## config.mk

```make
export PLATFORM = sky130hd
export DESIGN_NAME = bcd_seg_scan
export DESIGN_NICKNAME = d
export VERILOG_FILES = /design/src/rtl/bcd_pkg.sv /design/src/rtl/bcd_seg_decode.sv /design/src/rtl/bcd_seg_scan.sv
export SDC_FILE = /design/constraint.sdc
export NUM_CORES = 1
export LEC_CHECK = 0
export ABC_CLOCK_PERIOD_IN_PS = 3400
export BUFFER_PORTS_ARGS = -buffer_cell sky130_fd_sc_hd__buf_2
export CORE_MARGIN = 3
export CORE_UTILIZATION = 23
export DETAILED_ROUTE_END_ITERATION = 8
export GPL_TIMING_DRIVEN = 0
export PLACE_DENSITY_LB_ADDON = 0.08
export SETUP_SLACK_MARGIN = 0.05
export SLEW_MARGIN = 25
export SYNTH_ARGS = -nofsm -noshare
export SYNTH_HDL_FRONTEND = slang
export SYNTH_HIERARCHICAL = 1
export SYNTH_SLANG_ARGS = --single-unit
```

## constraint.sdc

```tcl
create_clock -name CLK -period 3.4 [get_ports CLK]
set_input_delay 0.68 -clock CLK [delete_from_list [all_inputs] [get_ports CLK]]
set_output_delay 0.68 -clock CLK [all_outputs]
set_load 0.02 [all_outputs]
```

## src/rtl/bcd_pkg.sv

```systemverilog
// Shared types, segment constants and the BCD-to-seven-segment table
// used by the display scan blocks.
package bcd_pkg;

  typedef enum logic [1:0] {BLANK_T, TENS_ON, BLANK_O, ONES_ON} scan_state_e;

  typedef struct packed {
    logic [3:0] tens;
    logic [3:0] ones;
  } digits_t;

  localparam logic [6:0] SEG_OFF  = 7'h7F;
  localparam logic [6:0] SEG_DASH = 7'b0111111;

  // Active-low segments, bit order {g,f,e,d,c,b,a}; non-BCD codes show a dash.
  function automatic logic [6:0] seg7_decode(input logic [3:0] digit);
    logic [6:0] seg;
    case (digit)
      4'd0:    seg = 7'b1000000;
      4'd1:    seg = 7'b1111001;
      4'd2:    seg = 7'b0100100;
      4'd3:    seg = 7'b0110000;
      4'd4:    seg = 7'b0011001;
      4'd5:    seg = 7'b0010010;
      4'd6:    seg = 7'b0000010;
      4'd7:    seg = 7'b1111000;
      4'd8:    seg = 7'b0000000;
      4'd9:    seg = 7'b0010000;
      default: seg = SEG_DASH;
    endcase
    return seg;
  endfunction

endpackage

```

## src/rtl/bcd_seg_decode.sv

```systemverilog
// Combinational 4-bit BCD to active-low seven-segment decoder.
module bcd_seg_decode
  import bcd_pkg::*;
(
  input  logic [3:0] digit,
  output logic [6:0] seg
);

  assign seg = seg7_decode(digit);

endmodule

```

## src/rtl/bcd_seg_scan.sv

```systemverilog
// Two-digit multiplexed common-anode seven-segment scanner with frame-aligned
// digit updates. Optional LEADING_ZERO_BLANK_EN blanks a zero tens digit.
module bcd_seg_scan
  import bcd_pkg::*;
#(
  parameter int REFRESH_DIV  = 50000,
  parameter int BLANK_CYCLES = 16
) (
  input  logic       CLK,
  input  logic       RESET,
  input  logic       LOAD,
  input  logic [3:0] TENS,
  input  logic [3:0] ONES,
  output logic [6:0] SEG,
  output logic [1:0] AN,
  output logic       FRAME
);

  localparam int CNT_MAX = (REFRESH_DIV > BLANK_CYCLES) ? REFRESH_DIV : BLANK_CYCLES;
  localparam int CW      = (CNT_MAX > 1) ? $clog2(CNT_MAX) : 1;
  localparam logic [CW-1:0] LAST_ON    = CW'(REFRESH_DIV - 1);
  localparam logic [CW-1:0] LAST_BLANK = CW'(BLANK_CYCLES - 1);

  scan_state_e   state, next_state;
  logic [CW-1:0] count;
  digits_t       disp, disp_next, stage, stage_next, incoming;
  logic          pend, pend_next;
  logic          done, boundary;
  logic [3:0]    dec_in;
  logic [6:0]    dec_seg, seg_next;
  logic [1:0]    an_next;

  assign incoming = '{tens: TENS, ones: ONES};

  always_comb begin
    next_state = state;
    done       = (state == BLANK_T || state == BLANK_O) ? (count == LAST_BLANK)
                                                        : (count == LAST_ON);
    if (done) begin
      case (state)
        BLANK_T: next_state = TENS_ON;
        TENS_ON: next_state = BLANK_O;
        BLANK_O: next_state = ONES_ON;
        default: next_state = BLANK_T;
      endcase
    end
    boundary = (state == ONES_ON) && done;

    disp_next  = disp;
    stage_next = stage;
    pend_next  = pend;
    if (LOAD) stage_next = incoming;
    // A load landing on the boundary edge bypasses staging entirely.
    if (boundary) begin
      if (LOAD) begin
        disp_next = incoming;
        pend_next = 1'b0;
      end else if (pend) begin
        disp_next = stage;
        pend_next = 1'b0;
      end
    end else if (LOAD) begin
      pend_next = 1'b1;
    end
  end

  assign dec_in = (next_state == TENS_ON) ? disp_next.tens : disp_next.ones;

  bcd_seg_decode u_decode (
    .digit (dec_in),
    .seg   (dec_seg)
  );

  always_comb begin
    seg_next = SEG_OFF;
    an_next  = 2'b11;
    case (next_state)
      TENS_ON: begin
        an_next  = 2'b01;
        seg_next = dec_seg;
`ifdef LEADING_ZERO_BLANK_EN
        if (disp_next.tens == 4'd0) seg_next = SEG_OFF;
`endif
      end
      ONES_ON: begin
        an_next  = 2'b10;
        seg_next = dec_seg;
      end
      default: ;
    endcase
  end

  always_ff @(posedge CLK) begin
    if (RESET) begin
      state <= BLANK_T;
      count <= '0;
      disp  <= '0;
      stage <= '0;
      pend  <= 1'b0;
      SEG   <= SEG_OFF;
      AN    <= 2'b11;
      FRAME <= 1'b0;
    end else begin
      state <= next_state;
      count <= (next_state != state) ? '0 : count + 1'b1;
      disp  <= disp_next;
      stage <= stage_next;
      pend  <= pend_next;
      SEG   <= seg_next;
      AN    <= an_next;
      FRAME <= boundary;
    end
  end

endmodule

```

==> qor.yml, run 1 <==
outcome: "completed"
worst_slew_pin_slew_ns: 0.497
postSynth.asyncResetShare: 0
pwr_density_cell_nw_per_um2: 369
detail_route.first_pass.iterations: 3
cts_root_buf: "sky130_fd_sc_hd__clkbuf_8"
ioPinCount: 21
detail_route.wirelength_um: 4310
maxCapViolCount: 0
rsz0062_at_grt: "false"
p_switching_uw: 208
synth_nets: 250
worst_ep_required_time_ns: 3.58
port_buffers: 19
cts_inserted_buffers: 5
seq_power_share: 0.572
vias: 1528
most_used_flip_flop_cell_after_synthesis: "sky130_fd_sc_hd__dfxtp_1"
nets: 280
power.ir.vdd_worst_v: 0.000116
yosys.cell_types.count: 45
static-leakage-power_uw: 0.000975
ys.warnings.count: 6
initial_utilization: 0.242
sequential_area_share_after_synthesis: 0.419
antenna_cells: 0
power_switching_share: 0.220
worstHoldPathType: "reg -> reg"
synthesis.area_per_instance_um2: 9.40
timing.final.max_slew_violations: 0
layout_min_cycle_time_ns: 3.17
max-clock-path-buffers: 2
final_core_util: 0.288
dp_slack_ns: -0.331
floorplan_core_area_um2: 8890
globalRouteOverflowTotal: 0
clk-insertion-delay-late_ns: 0.30
finalClockSkew_ns: 0.00386
grt_usage: 0.0906
route.detailed.wl_per_inst_um: 11.7
h_tree_lvl_count: 2
setup_tns_ns: 0
layout_area_overhead_pct: 19.0
grt_max_degree: 14
synth_edf_count: 0
report.power.total_uw: 945
crit_arrival_ns: 3.35
filler_cell_count: 951
design.die.area_um2: 10600
internal_power_uw: 738
cts_num_sinks: 45
grt_pass1_vias: 1503
dp_hpwl_um: 3100
die_height_um: 103
slew-limit-headroom: 0.669
regToRegSetupSlack_ns: 0.23
final_min_period_over_clock_period: 0.932
endpoint_kind: "register"
detailedRoute.firstIterationViolations: 31
worst_setup_path_start_kind: "register"
achievable-frequency_ghz: 0.315
power_frac_clock: 0.386
finalSetupViolCount: 0
horizontal_extent_of_the_die_um: 103
grt_first_pass_wirelength_um: 7350
clock_edge_transition_at_the_registers_on_the_reported_setup_and_hold_paths_ns: 0.08
placement_rows: 34
setup.worst_path.class: "reg -> reg"
layout-drive-gt1-share: 0.227
maximum_fanout_along_the_worst_path: 10
drt_antenna_net_count: 0
p_comb_frac: 0.042
synthesis.instances: 229
route.detailed.vias_per_inst: 4.15
gpl.final_weighted_congestion: 0.709
mappedNetlistArea_um2: 2150
tritoncts: "yes"
worst_hold_slack_ns: 0.475
ys_ff_latch: 45
setup_ws_ns: 0.230
route.detailed.drc: 0
antenna_found_initial: 0
final_hold_viol_count: 0
-- Yosys cell counts (2+ instances only) --
library cell,count,area share
sky130_fd_sc_hd__nand3_1,6,0.014
sky130_fd_sc_hd__and3b_1,2,0.0081
sky130_fd_sc_hd__ha_1,10,0.058
sky130_fd_sc_hd__nor4_1,2,0.0058
sky130_fd_sc_hd__nand4_1,4,0.012
sky130_fd_sc_hd__mux2_2,7,0.037
sky130_fd_sc_hd__nand2_1,13,0.023
sky130_fd_sc_hd__xnor2_1,8,0.033
sky130_fd_sc_hd__nor3b_1,2,0.0070
sky130_fd_sc_hd__a21oi_1,7,0.016
sky130_fd_sc_hd__nor2_1,39,0.068
sky130_fd_sc_hd__o31ai_1,2,0.0070
sky130_fd_sc_hd__dfxtp_1,45,0.42
sky130_fd_sc_hd__xor2_1,8,0.033
sky130_fd_sc_hd__clkbuf_1,5,0.0087
sky130_fd_sc_hd__nor2b_1,10,0.029
sky130_fd_sc_hd__o21ai_0,2,0.0047
sky130_fd_sc_hd__mux2i_1,12,0.056
sky130_fd_sc_hd__inv_1,9,0.016
sky130_fd_sc_hd__buf_2,2,0.0047
sky130_fd_sc_hd__or3_1,9,0.026
sky130_fd_sc_hd__and2_1,2,0.0058
-- power by group through the flow --
| stage | logic (µW) | clock network (µW) | registers, µW |
|---|---|---|---|
| after floorplan | 27.8 | 0 | 552 |
| after global placement | 41.1 | 0 | 553 |
| after detailed placement | 41.3 | 0 | 553 |
| after CTS | 41.3 | 389 | 541 |
| after global routing | 46.3 | 422 | 542 |
| final | 39.9 | 365 | 541 |
-- stage by stage --
| step | instance area, µm² | cells |
|---|---|---|
| 2_1_floorplan | 2150 | 229 |
| 3_3_place_gp | 2380 | 356 |
| 3_5_place_dp | 2380 | 356 |
| 4_1_cts | 2520 | 365 |
| 5_1_grt | 2560 | 368 |
| 6_report | 2560 | 368 |
-- routing by layer --
| metal | track usage | routed length, µm | part of all wire | vias up |
|---|---|---|---|---|
| li1 | - | - | - | 824 |
| met1 | 0.128 | 2350 | 0.54 | 680 |
| met2 | 0.128 | 1750 | 0.40 | 20 |
| met3 | 0.0338 | 169 | 0.039 | 4 |
| met4 | 0.0269 | 49 | 0.011 | 0 |
| met5 | 0 | 0 | 0 | - |
-- timing repair --
item,4_1_cts,5_1_grt
endpoints found under the setup margin,6,6
hold buffers,0,0
pin swaps,1,2
resized for setup,3,5
setup buffers,1,3
-- cell families after synthesis --
kind of cell	after synthesis	synth area share
buffers and inverters	18	0.0366
adder cells (fa/ha/maj)	10	0.0581
multiplexers	20	0.0994
AND/OR/NAND/NOR	101	0.252
flip-flops	45	0.419
AO/OA/AOI/OAI	19	0.0698
XOR/XNOR	16	0.0651
-- worst max-delay path: stages (launching register included) --
cell and delay [ns]:
sky130_fd_sc_hd__dfxtp_1 0.36, sky130_fd_sc_hd__or4_4 0.54, sky130_fd_sc_hd__o22ai_4 0.20, sky130_fd_sc_hd__nand4_4 0.19, sky130_fd_sc_hd__o31ai_4 0.29, sky130_fd_sc_hd__buf_4 0.18, sky130_fd_sc_hd__mux2i_1 0.42, sky130_fd_sc_hd__buf_6 0.20
sky130_fd_sc_hd__mux2i_1 0.24, sky130_fd_sc_hd__a21oi_1 0.09, sky130_fd_sc_hd__or3_1 0.34
-- sequential cells by signal, summed over array words and instances (netlist names) --
register  cells
AN            2
FRAME         1
SEG           7
count        16
disp          8
pend          1
stage         8
state         2
-- final timing paths --
kind / from / depth (start not counted) / endpoint
worst max-delay path: count[8] / 10 / SEG[0]
worst max register to register: count[8] / 10 / SEG[0]
worst min-delay path: count[0] / 1 / count[0]
worst min register to register: count[0] / 1 / count[0]
-- cell usage in the layout, fill, tap and decap left out, types with 3 or more instances in the layout --
cell type | synthesis | layout
sky130_fd_sc_hd__dfxtp_1 | 45 | 45
sky130_fd_sc_hd__nor2_1 | 39 | 38
sky130_fd_sc_hd__buf_2 | 2 | 21
sky130_fd_sc_hd__nand2_1 | 13 | 13
sky130_fd_sc_hd__nor2b_1 | 10 | 10
sky130_fd_sc_hd__ha_1 | 10 | 10
sky130_fd_sc_hd__mux2i_1 | 12 | 9
sky130_fd_sc_hd__or3_1 | 9 | 9
sky130_fd_sc_hd__inv_1 | 9 | 8
sky130_fd_sc_hd__xor2_1 | 8 | 8
sky130_fd_sc_hd__xnor2_1 | 8 | 8
sky130_fd_sc_hd__mux2_2 | 7 | 7
sky130_fd_sc_hd__a21oi_1 | 7 | 7
sky130_fd_sc_hd__clkbuf_8 | 0 | 7
sky130_fd_sc_hd__nand3_1 | 6 | 5
sky130_fd_sc_hd__clkbuf_1 | 5 | 5
sky130_fd_sc_hd__nand4_1 | 4 | 4
sky130_fd_sc_hd__buf_4 | 0 | 3
-- final cells by class --
type / instances / area [µm²] / area share
plain buffers: 9 / 45.0 / 0.0176
clock buffers: 7 / 96.3 / 0.0376
clock inverters: 1 / 5.00 / 0.00196
inverters: 9 / 33.8 / 0.0132
multi-input cells: 166 / 1210 / 0.471
flip-flops and latches: 45 / 901 / 0.352
well taps: 108 / 135 / 0.0528
repair buffers: 23 / 138 / 0.0538
Power figures use the tool's default switching activity.
==> run 2, diff against run 1 <==
--- a/config.mk
+++ b/config.mk
@@ -7,8 +7,10 @@
 export LEC_CHECK = 0
 export ABC_CLOCK_PERIOD_IN_PS = 3400
 export BUFFER_PORTS_ARGS = -buffer_cell sky130_fd_sc_hd__buf_2
+export CORE_ASPECT_RATIO = 1.2
 export CORE_MARGIN = 3
 export CORE_UTILIZATION = 23
+export CTS_BUF_LIST = sky130_fd_sc_hd__clkbuf_16
 export DETAILED_ROUTE_END_ITERATION = 8
 export GPL_TIMING_DRIVEN = 0
 export PLACE_DENSITY_LB_ADDON = 0.08
==> qor.yml, run 2 (synthesis results as in run 1) <==
outcome: "completed"
drt_antenna_net_count: 0  # unchanged
power.ir.vdd_worst_v: 0.000215  # +86%
grt_max_degree: 15  # +1
worst_setup_path_start_kind: "register"
dpl-instance-area_um2: 2400  # +0.63%
floorplan_core_area_um2: 9080  # +2.1%
dp_hpwl_um: 3320  # +7.0%
critical-path-slowest-cell: "sky130_fd_sc_hd__or4_4"
worstHoldPathType: "reg -> reg"
detail_route.wirelength_um: 4610  # +7.0%
layout_min_cycle_time_ns: 3.17  # -0.00416 ns
final_core_util: 0.296  # +0.00802
nets: 282  # +0.71%
antenna_cells: 0  # unchanged
slew-limit-headroom: 0.635  # -0.0335
timing.final.max_slew_violations: 0  # unchanged
h_tree_lvl_count: 2  # unchanged
worst_ep_required_time_ns: 3.56  # -0.02 ns
design.die.area_um2: 10600  # about the same
cts_root_buf: "sky130_fd_sc_hd__clkbuf_16"
finish.instance_area_um2: 2690  # +5.0%
critical_path.max_stage_delay_ns: 0.56  # +0.02 ns
clk-insertion-delay-late_ns: 0.28  # -0.02 ns
endpoint_kind: "register"
crit_top_cell: "sky130_fd_sc_hd__mux2i_1"
tritoncts: "yes"
route.detailed.wl_per_inst_um: 12.1  # +3.1%
static-leakage-power_uw: 0.00102  # +4.3%
cts_num_sinks: 45  # unchanged
ioPinCount: 21  # unchanged
filler_cell_count: 977  # +2.7%
placement_rows: 38  # +12%
setup.worst_path.class: "reg -> reg"
grt_usage: 0.0985  # +0.00791
report.power.total_uw: 1130  # +20%
pwr_density_cell_nw_per_um2: 422  # +14%
port_buffers: 19  # unchanged
crit_arrival_ns: 3.33  # -0.02 ns
die_height_um: 112  # +9.0%
finalSetupViolCount: 0  # unchanged
vias: 1583  # +3.6%
layout_commonest_cell: "sky130_fd_sc_hd__dfxtp_1"
route.detailed.drc: 0  # unchanged
route.detailed.vias_per_inst: 4.14  # -0.20%
layout-drive-gt1-share: 0.233  # +0.00590
rsz0062_at_grt: "false"
antenna_found_initial: 0  # unchanged
largest_register_ff_count: 16  # unchanged
achievable-frequency_ghz: 0.316  # +0.13%
initial_utilization: 0.237  # -0.00507
horizontal_extent_of_the_die_um: 94.3  # -8.2%
clock_edge_transition_at_the_registers_on_the_reported_setup_and_hold_paths_ns: 0.06  # -0.02 ns
biggestRegsByFlops: "count: 16 flops, disp: 8 flops, stage: 8 flops"
grt_first_pass_wirelength_um: 8210  # +12%
detail_route.first_pass.iterations: 4  # +1
worst_hold_slack_ns: 0.472  # -0.00240 ns
final_hold_viol_count: 0  # unchanged
grt_pass1_vias: 1679  # +12%
critical-path-top-delay-family: "simple AND/OR/NAND/NOR gates"
finalClockSkew_ns: 0.00969  # +0.00583 ns
globalRouteOverflowTotal: 0  # unchanged
cells_along_the_critical_path: "or4_4 -> o22ai_4 -> nand4_2 -> nor3b_4 -> buf_12 -> mux2i_1 -> mux2i_4 -> buf_4 -> ha_1 -> mux2i_1 -> a21oi_1 -> or3_1"
max-clock-path-buffers: 2  # unchanged
gpl.final_weighted_congestion: 0.717  # +1.2%
regToRegSetupSlack_ns: 0.23  # about the same
registers.top_by_ff_count: "count"
maximum_fanout_along_the_worst_path: 6  # -4
maxCapViolCount: 0  # unchanged
layout_area_overhead_pct: 24.9
cts_inserted_buffers: 5  # unchanged
mostFrequentLayoutCells: "sky130_fd_sc_hd__dfxtp_1, sky130_fd_sc_hd__nor2_1, sky130_fd_sc_hd__buf_2, sky130_fd_sc_hd__nand2_1, sky130_fd_sc_hd__ha_1"
final_min_period_over_clock_period: 0.931  # -0.00122
detailedRoute.firstIterationViolations: 24  # -23%
worst_slew_pin_slew_ns: 0.547  # +0.0503 ns
worstPathBufferInverterCount: 2  # unchanged
hold_buffers: 0  # unchanged
==> run 2: worst reg2reg max path, cell delays in order, from the launching register on <==
cell                      delay [ns]
sky130_fd_sc_hd__dfxtp_1        0.34
sky130_fd_sc_hd__or4_4          0.56
sky130_fd_sc_hd__o22ai_4        0.20
sky130_fd_sc_hd__nand4_2        0.14
sky130_fd_sc_hd__nor3b_4        0.26
sky130_fd_sc_hd__buf_12         0.16
sky130_fd_sc_hd__mux2i_1        0.32
sky130_fd_sc_hd__mux2i_4        0.14
sky130_fd_sc_hd__buf_4          0.16
sky130_fd_sc_hd__ha_1           0.18
sky130_fd_sc_hd__mux2i_1        0.18
sky130_fd_sc_hd__a21oi_1        0.10
sky130_fd_sc_hd__or3_1          0.34
==> run 2: final timing paths <==
path | from | to | cells past startpoint
max | count[9] | SEG[3] | 12
min | count[0] | count[0] | 1
max reg2reg | count[9] | SEG[3] | 12
min reg2reg | count[0] | count[0] | 1
==> run 2: metrics by stage <==
stage | std cells | TNS, ns | setup slack, ns
floorplan | 229 | 0 | 0.317
global placement | 368 | -1.28 | -0.318
detailed placement | 368 | -1.06 | -0.274
CTS | 378 | 0 | 0.0738
global route | 382 | 0 | 0.0543
finish | 382 | 0 | 0.235
==> run 2: repair_timing <==
| item | 4_1_cts | 5_1_grt |
|---|---|---|
| setup buffers | 2 | 4 |
| gates resized for setup | 4 | 7 |
| endpoints found under the setup margin | 6 | 6 |
| pin swaps | 2 | 1 |
| gates cloned | 0 | 0 |
==> run 2: power breakdown <==
part | switching (µW) | total, µW | internal, µW
Clock | 208 | 553 | 344
Sequential | 5.03 | 541 | 536
Combinational | 22.7 | 41.0 | 18.3
==> run 2: metal layers <==
layer / GRT usage / share of wire
met5: 0 / 0
met4: 0.0318 / 0.012
met3: 0.0203 / 0.018
met2: 0.167 / 0.52
met1: 0.124 / 0.46
==> run 2: final cells by class <==
type | count | area, µm² | share of cell area
repair buffers | 25 | 165 | 0.0615
flip-flops and latches | 45 | 901 | 0.335
multi-input cells | 166 | 1230 | 0.456
well taps | 120 | 150 | 0.0559
clock buffers | 5 | 125 | 0.0466
inverters | 9 | 33.8 | 0.0126
plain buffers | 9 | 45.0 | 0.0168
clock inverters | 3 | 41.3 | 0.0154
